File: src/rtl/micro_sequencer_pkg.sv
// Shared encodings for the microprogrammed control unit sequencer:
// AddrCtl codes, sequencer states and default micro-addresses.
package micro_sequencer_pkg;

  typedef enum logic [2:0] {
    SEQ_FETCH = 3'd0,
    SEQ_DT1   = 3'd1,
    SEQ_DT2   = 3'd2,
    SEQ_INC   = 3'd3,
    SEQ_WAIT  = 3'd4,
    SEQ_CALL  = 3'd5,
    SEQ_RET   = 3'd6,
    SEQ_HOLD  = 3'd7
  } seq_e;

  typedef enum logic [1:0] {
    S_RUN  = 2'd0,
    S_WAIT = 2'd1,
    S_HALT = 2'd2
  } state_e;

  localparam int unsigned FETCH_ADDR_DEF = 0;
  localparam int unsigned TRAP_ADDR_DEF  = 31;

endpackage

File: src/rtl/micro_sequencer_ret_stack.sv
// Micro-return stack: small LIFO of return addresses.
// Only the pointer is reset; entries keep stale contents.
module micro_ret_stack #(
  parameter int AW    = 5,
  parameter int DEPTH = 2
) (
  input  logic          clk,
  input  logic          rst,
  input  logic          push,
  input  logic          pop,
  input  logic [AW-1:0] din,
  output logic [AW-1:0] dout,
  output logic          full,
  output logic          empty
);

  localparam int PW = $clog2(DEPTH + 1);

  logic [AW-1:0] r_mem [DEPTH];
  logic [PW-1:0] r_ptr;
  logic [PW-1:0] w_top;

  assign full  = (r_ptr == PW'(DEPTH));
  assign empty = (r_ptr == '0);
  assign w_top = empty ? '0 : r_ptr - 1'b1;
  assign dout  = r_mem[w_top];

  always_ff @(posedge clk) begin
    if (rst) begin
      r_ptr <= '0;
    end else if (push && !full) begin
      r_ptr <= r_ptr + 1'b1;
    end else if (pop && !empty) begin
      r_ptr <= r_ptr - 1'b1;
    end
  end

  always_ff @(posedge clk) begin
    if (!rst && push && !full) begin
      r_mem[r_ptr] <= din;
    end
  end

endmodule

File: src/rtl/micro_sequencer.sv
// Next-address engine of the microprogrammed control unit.
// Holds the micro-PC and chooses its successor from AddrCtl.
module micro_sequencer
  import micro_sequencer_pkg::*;
#(
  parameter int AW         = 5,
  parameter int FETCH_ADDR = FETCH_ADDR_DEF,
  parameter int TRAP_ADDR  = TRAP_ADDR_DEF,
  parameter int RET_DEPTH  = 2
) (
  input  logic          clk,
  input  logic          rst,
  input  logic [2:0]    addr_ctl,
  input  logic [AW-1:0] u_target,
  input  logic [AW-1:0] dt1_addr,
  input  logic          dt1_valid,
  input  logic [AW-1:0] dt2_addr,
  input  logic          dt2_valid,
  input  logic          mem_ready,
  output logic [AW-1:0] upc,
  output logic          stall,
  output logic          halted,
  output logic          illegal_op,
  output logic          stack_err,
  output logic          wrap_err
);

  localparam logic [AW-1:0] FETCH = AW'(FETCH_ADDR);
  localparam logic [AW-1:0] TRAP  = AW'(TRAP_ADDR);

  state_e        r_state;
  state_e        w_state_nxt;
  logic [AW-1:0] r_upc;
  logic [AW-1:0] w_upc_nxt;
  logic [AW-1:0] w_inc;
  logic          r_illegal;
  logic          r_serr;
  logic          r_werr;
  logic          w_illegal;
  logic          w_serr;
  logic          w_werr;
  logic          w_push;
  logic          w_pop;
  logic [AW-1:0] w_ret;
  logic          w_full;
  logic          w_empty;
  seq_e          w_ctl;

  assign w_ctl = seq_e'(addr_ctl);
  assign w_inc = r_upc + 1'b1;

  micro_ret_stack #(
    .AW    (AW),
    .DEPTH (RET_DEPTH)
  ) u_stack (
    .clk   (clk),
    .rst   (rst),
    .push  (w_push),
    .pop   (w_pop),
    .din   (w_inc),
    .dout  (w_ret),
    .full  (w_full),
    .empty (w_empty)
  );

  always_comb begin
    w_upc_nxt   = r_upc;
    w_state_nxt = r_state;
    w_illegal   = 1'b0;
    w_serr      = 1'b0;
    w_werr      = 1'b0;
    w_push      = 1'b0;
    w_pop       = 1'b0;
    unique case (r_state)
      S_RUN: begin
        unique case (w_ctl)
          SEQ_FETCH: w_upc_nxt = FETCH;
          SEQ_DT1: begin
            w_upc_nxt = dt1_valid ? dt1_addr : TRAP;
            w_illegal = !dt1_valid;
          end
          SEQ_DT2: begin
            w_upc_nxt = dt2_valid ? dt2_addr : TRAP;
            w_illegal = !dt2_valid;
          end
          SEQ_INC: begin
            w_upc_nxt = w_inc;
            w_werr    = (r_upc == '1);
          end
          SEQ_WAIT: begin
            if (mem_ready) w_upc_nxt = w_inc;
            else w_state_nxt = S_WAIT;
          end
          SEQ_CALL: begin
            if (w_full) begin
              w_upc_nxt = TRAP;
              w_serr    = 1'b1;
            end else begin
              w_push    = 1'b1;
              w_upc_nxt = u_target;
            end
          end
          SEQ_RET: begin
            if (w_empty) begin
              w_upc_nxt = TRAP;
              w_serr    = 1'b1;
            end else begin
              w_pop     = 1'b1;
              w_upc_nxt = w_ret;
            end
          end
          SEQ_HOLD: w_state_nxt = S_HALT;
          default: w_upc_nxt = r_upc;
        endcase
      end
      S_WAIT: begin
        if (mem_ready) begin
          w_upc_nxt   = w_inc;
          w_state_nxt = S_RUN;
        end
      end
      S_HALT: w_state_nxt = S_HALT;
      default: w_state_nxt = S_RUN;
    endcase
  end

  always_ff @(posedge clk) begin
    if (rst) begin
      r_state   <= S_RUN;
      r_upc     <= FETCH;
      r_illegal <= 1'b0;
      r_serr    <= 1'b0;
      r_werr    <= 1'b0;
    end else begin
      r_state   <= w_state_nxt;
      r_upc     <= w_upc_nxt;
      r_illegal <= w_illegal;
      r_serr    <= w_serr;
      r_werr    <= w_werr;
    end
  end

  assign upc        = r_upc;
  assign stall      = (r_state == S_WAIT);
  assign halted     = (r_state == S_HALT);
  assign illegal_op = r_illegal;
  assign stack_err  = r_serr;
  assign wrap_err   = r_werr;

endmodule
File: config.mk
export PLATFORM = sky130hd
export DESIGN_NAME = micro_sequencer
export DESIGN_NICKNAME = d
export VERILOG_FILES = /design/src/rtl/micro_sequencer_pkg.sv /design/src/rtl/micro_sequencer_ret_stack.sv /design/src/rtl/micro_sequencer.sv
export SDC_FILE = /design/constraint.sdc
export NUM_CORES = 1
export LEC_CHECK = 0
export CORE_UTILIZATION = 25
export DETAILED_ROUTE_END_ITERATION = 6
export PLACE_DENSITY_LB_ADDON = 0.12
export SETUP_SLACK_MARGIN = 0.05
export SLEW_MARGIN = 20
export SYNTH_ARGS = -nofsm -noshare
export SYNTH_HDL_FRONTEND = slang
export SYNTH_HIERARCHICAL = 1
export SYNTH_SLANG_ARGS = --single-unit
File: constraint.sdc
create_clock -name clk -period 2.84 [get_ports clk]
set_input_delay 0.568 -clock clk [delete_from_list [all_inputs] [get_ports clk]]
set_output_delay 0.568 -clock clk [all_outputs]
set_load 0.01 [all_outputs]
**After elaboration in Yosys (flattened, before gate mapping)**

Memories as Yosys holds them, arrays and structs flattened.
Cells that the tools add are included.

- Bitwise logic cells: 2
- Add/sub/neg operators: 3
- Equal/unequal tests: 15
- Multipliers: 0
- Reduce and logical (&&, ||, !) cells: 18
- Muxes and demuxes: 26
- Div/mod/pow operators: 0
- Shift operators: 0
- Order comparisons: 0

Operators by type and width:

| cell | count |
|---|---|
| one-hot mux 5 bit (7 select lines) | 1 |
| 2-to-1 mux 5 bit | 5 |
| == test 3 bit, second input constant | 4 |
| 2-to-1 mux 1 bit | 11 |
| one-hot mux 5 bit (2 select lines) | 1 |
| 2-to-1 mux 2 bit | 4 |
| != test 8 x 1 -> 1 bit, second input constant | 1 |
| == test 3 x 2 -> 1 bit, second input constant | 2 |
| one-hot mux 2 bit (3 select lines) | 1 |
| adder 5 x 1 -> 5 bit, second input constant | 1 |
| == test 5 bit, second input constant | 1 |
| zero test 1 bit | 5 |
| == test 2 bit, second input constant | 2 |
| logical AND 1 bit | 4 |
| zero test 2 bit | 2 |
| one-hot mux 1 bit (2 select lines) | 2 |
| one-hot mux 2 bit (2 select lines) | 1 |
| nonzero test 2 bit | 2 |
| == test 3 x 1 -> 1 bit, second input constant | 1 |
| zero test 3 bit | 1 |
| != test 3 x 1 -> 1 bit, second input constant | 1 |
| != test 3 bit, second input constant | 1 |
| AND reduction 3 bit | 1 |
| OR reduction 3 bit | 1 |
| other kinds (7) | 8 |

- ROM bits: 0
- Latch bits: 0
- Output and inout port bits: 10
- Word-level logic and storage cells: 71
- Memory bits (writable): 10
- Memories: 1
- Bits in registers: 12
- Input port bits: 23

Memories:

| name | depth | width | read ports | clocked after Yosys merged registers in | wr ports | line | RTL |
|---|---|---|---|---|---|---|---|
| u_stack.r_mem | 2 | 5 | 1 | 0 | 1 | micro_sequencer_ret_stack.sv:19 | `logic [AW-1:0] r_mem [DEPTH];` |

**Longest topological paths before layout**

- Depth in word-level cells: 8
- Gate-level depth with buffers: 8
- Mapped depth without buffers: 8

**Cells and area by module**

Netlist, hierarchy kept.

By module, submodules not included:

| module | area an instance (µm²) | cells an instance | instances | sequential area each (µm²) |
|---|---|---|---|---|
| micro_sequencer | 898.4 | 127 | 1 | 200.2 |
| micro_ret_stack | 511.7 | 34 | 1 | 340.3 |

**Worst setup path after synthesis**

OpenSTA, ideal clock, no wires.

- Path type: input -> register
- From: input addr_ctl[2]
- To: memory u_stack.r_mem[0][0] (enable)
- Arrival time: 1.991 ns
- Required time: 2.459 ns
- Stages: 6
- Setup slack: 0.468 ns
- Library setup time: 0.381 ns
- Buffers on the path: 2
- Cell sequence: buf_2 > clkbuf_1 > nand2_1 > nor3_1 > inv_1 > nor4_1

- Word-level cells in the longest chain between the ends: 7

RTL lines:

| what | line | RTL |
|---|---|---|
| start, declared | micro_sequencer.sv:13 | `input logic [2:0] addr_ctl,` |
| == test 3 bit | micro_sequencer.sv:76 | `unique case (w_ctl)` |
| 2-to-1 mux 1 bit | micro_sequencer.sv:76 |  |
| 2-to-1 mux 1 bit | micro_sequencer.sv:74 | `unique case (r_state)` |
| via w_push | micro_sequencer.sv:42 | `logic w_push;` |
| logical AND 1 bit (2 in series) | micro_sequencer_ret_stack.sv:39 | `if (!rst && push && !full) begin` |
| 2-to-1 mux 1 bit | micro_sequencer_ret_stack.sv:39 |  |
| 2-to-1 mux 1 bit (not written as such) | micro_sequencer_ret_stack.sv:40 | `r_mem[r_ptr] <= din;` |
| end, declared | micro_sequencer_ret_stack.sv:19 |  |

The timed path passes the listed nets, and every way through them passes these cells.

**Worst setup path after layout**

- From: input addr_ctl[1]
- To: memory u_stack.r_mem[1][2] (enable)

Same word-level chain as after synthesis.

==> flow_summary.json <==
{
  "outcome": "finished, final reports clean",
  "power.total_w": 0.000845,
  "switching_share_pct": 25.6,
  "synthCells": 161,
  "fillers": 568,
  "rr_worst_depth": 7,
  "arrival_ns": 2.33,
  "synth.avg_cell_area_um2": 8.76,
  "yosys_most_used_dff": "dfxtp_1",
  "regArea_um2": 541,
  "synth_area_mm2": 0.00141,
  "drc": 0,
  "vias": 1336,
  "syn2layout_area_growth_pct": 34.0,
  "cts_buffers": 3,
  "powerDensity_mw_per_mm2": 447,
  "clk_path_buf_depth": 2,
  "stdcell_area_mm2": 0.00189,
  "grt_max_degree": 24,
  "tightest_slew_ns": 0.541,
  "hold_class": "flip-flop to flip-flop",
  "antenna_cells": 0,
  "ios": 33,
  "insertion_delay_ns": 0.26,
  "relSlewSlack_pct": 63.8,
  "finalCriticalPeriod_ns": 2.35,
  "p_comb_share_pct": 21.8,
  "rsz0062_at_grt": "no",
  "holdPathStages": 2,
  "cts-resized-gates": 0,
  "yosysWarnings": 6,
  "htreeDepth": 1,
  "drtIter0Drc": 97,
  "seq_area_frac_synth_pct": 38.3,
  "min-delay-start": "u_stack/r_ptr[1]",
  "cp.required_ns": 2.82,
  "fmax_mhz": 425,
  "cts-root-buf": "clkbuf_8",
  "p_int_w": 0.000628,
  "p_clk_share_pct": 35.1,
  "ctsHoldBuffers": 0,
  "maxSlewViolCount": 0,
  "start_kind": "primary input",
  "grt_pass1_vias": 1361,
  "cp_max_fo": 13,
  "maxCapViolations": 0,
  "viasPerCell": 5.08,
  "ant_nets": 0,
  "switching_power_w": 0.000217,
  "finalHoldViolations": 0,
  "seqPwrFrac_pct": 43.2,
  "place_area_mm2": 0.00182,
  "ys_async_sr_fraction_pct": 0,
  "grt_overflow": 0,
  "worstSetupPathType": "primary input to flip-flop",
  "die_x_um": 77.1,
  "power.leakage_nw": 0.690,
  "routedWlPerCell_um": 15.7,
  "fin_skew_ns": 0.00579,
  "tritoncts": "built",
  "yosysTopAreaCellShare_pct": 21.3,
  "holdWs_ns": 0.625,
  "rows": 26,
  "finalSetupViolCount": 0,
  "grt_pass1_wl_mm": 6.79,
  "critPathLaunch": "addr_ctl[1]",
  "synth-seq-cells": 22,
  "multiInputGateArea_um2": 795,
  "syn_nets": 189,
  "cts.sinks": 22,
  "dp_hpwl_mm": 3.19,
  "clk_pin_slew_worst_paths_ns": 0.08,
  "die_area_mm2": 0.00594,
  "yosys-top-cells-area": "edfxtp_1 (21%), dfxtp_1 (17%), nor2_1 (4.5%)",
  "core-area_mm2": 0.00527,
  "grt_usage_pct": 14.5,
  "rr_startpoint": "u_stack/r_ptr[0]",
  "rrSetupSlack_ns": 0.71,
  "first_pass_iters": 4,
  "nNetsFinal": 222,
  "endpoint_kind": "flip-flop",
  "start_util_pct": 26.8,
  "post_cts_buffers": 0,
  "synth_edf_count": 10,
  "drive_gt1_share_pct": 8.29,
  "tns_ns": 0,
  "vdd_drop_max_mv": 0.221,
  "port_buffers": 32,
  "place_congestion": 0.805,
  "wl_mm": 4.13,
  "die_y_um": 77.1,
  "finalCritPeriodShare_pct": 82.8,
  "antenna_found_initial": 0,
  "yosys.area.top_type": "edfxtp_1",
  "ys_types": 44
}
## registers in the layout, indices dropped and copies added, names as in the netlist
register       count
r_state            2
illegal_op         1
u_stack/r_mem     10
upc                5
wrap_err           1
stack_err          1
u_stack/r_ptr      2
## cell usage after synthesis, types with 2 or more instances
cell type  count
nor4_1         4
xor2_1         3
mux2_2         5
edfxtp_1      10
or3_1          2
buf_2          3
clkbuf_1       6
nand2b_1       7
o31ai_1        2
dfxtp_1       12
a22o_1         4
nor3_1         8
o22ai_1        6
ha_1           5
a22oi_1        2
a221oi_1       2
nor2_1        17
nand4_1        3
nand2_1       10
nor2b_1        7
o21ai_0        4
and3_1         2
inv_1          9
a21oi_1        7
a221o_1        2
## cell type report
| type | count | share of cell area (%) |
|---|---|---|
| sequential | 22 | 28.6 |
| multi-input combinational | 120 | 42.1 |
| clock buffer | 3 | 2.19 |
| tap | 70 | 4.64 |
| clock inverter | 1 | 1.59 |
| inverter | 10 | 1.99 |
| timing repair buffer | 37 | 18.9 |
## power groups by stage
stage	logic, W	registers [W]	clock network, W
floorplan	0.0000996	0.000367	0
global placement	0.000181	0.000372	0
detailed placement	0.000182	0.000372	0
CTS	0.000184	0.000365	0.000304
global route	0.000200	0.000367	0.000322
finish	0.000184	0.000365	0.000296
## worst paths after layout
kind                    endpoint
min             u_stack/r_ptr[1]
max          u_stack/r_mem[1][2]
min reg2reg     u_stack/r_ptr[1]
max reg2reg               upc[1]
## critical path, cell delays in order
cell and delay [ns]:
clkdlybuf4s50_1 0.62, nand2b_1 0.33, nor3_1 0.20, inv_1 0.10
nor4_1 0.30, buf_4 0.21
## metrics by stage
| stage | util, % | cells | worst slack [ns] |
|---|---|---|---|
| global placement | 34.5 | 259 | 0.297 |
| CTS | 35.9 | 263 | 0.505 |
| detailed placement | 34.5 | 259 | 0.217 |
| floorplan | - | 161 | 0.468 |
| finish | 35.9 | 263 | 0.490 |
| global route | 35.9 | 263 | 0.354 |
## cells in the final DEF, fill, tap and decap left out, types with 6 or more instances in the layout
master           synthesis  final
clkdlybuf4s50_1          0     32
a21oi_1                  7      7
nor2b_1                  7      7
dfxtp_1                 12     12
inv_1                    9      9
nor2_1                  17     17
nor3_1                   8      8
nand2_1                 10     10
edfxtp_1                10     10
o22ai_1                  6      6
nand2b_1                 7      7
## logic make-up (layout without fill, tap and decap cells)
kind of cell	after synthesis	in the layout	share of synthesized area, %
compound gates	37	37	18.8
xor+xnor	4	4	2.48
fa+ha+maj	5	5	4.44
buf+inv	19	51	5.32
flops	22	22	38.3
mux	6	6	4.70
simple gates	68	68	25.9
## routing by layer
layer,global-route usage (%),share of wire (%),vias up
met4,4.53,0.56,0
met5,0,0,-
met3,1.90,5.6,2
met1,20.1,49,637
li1,-,-,656
met2,23.0,45,41
No activity file was read; power rests on OpenSTA's default activity.
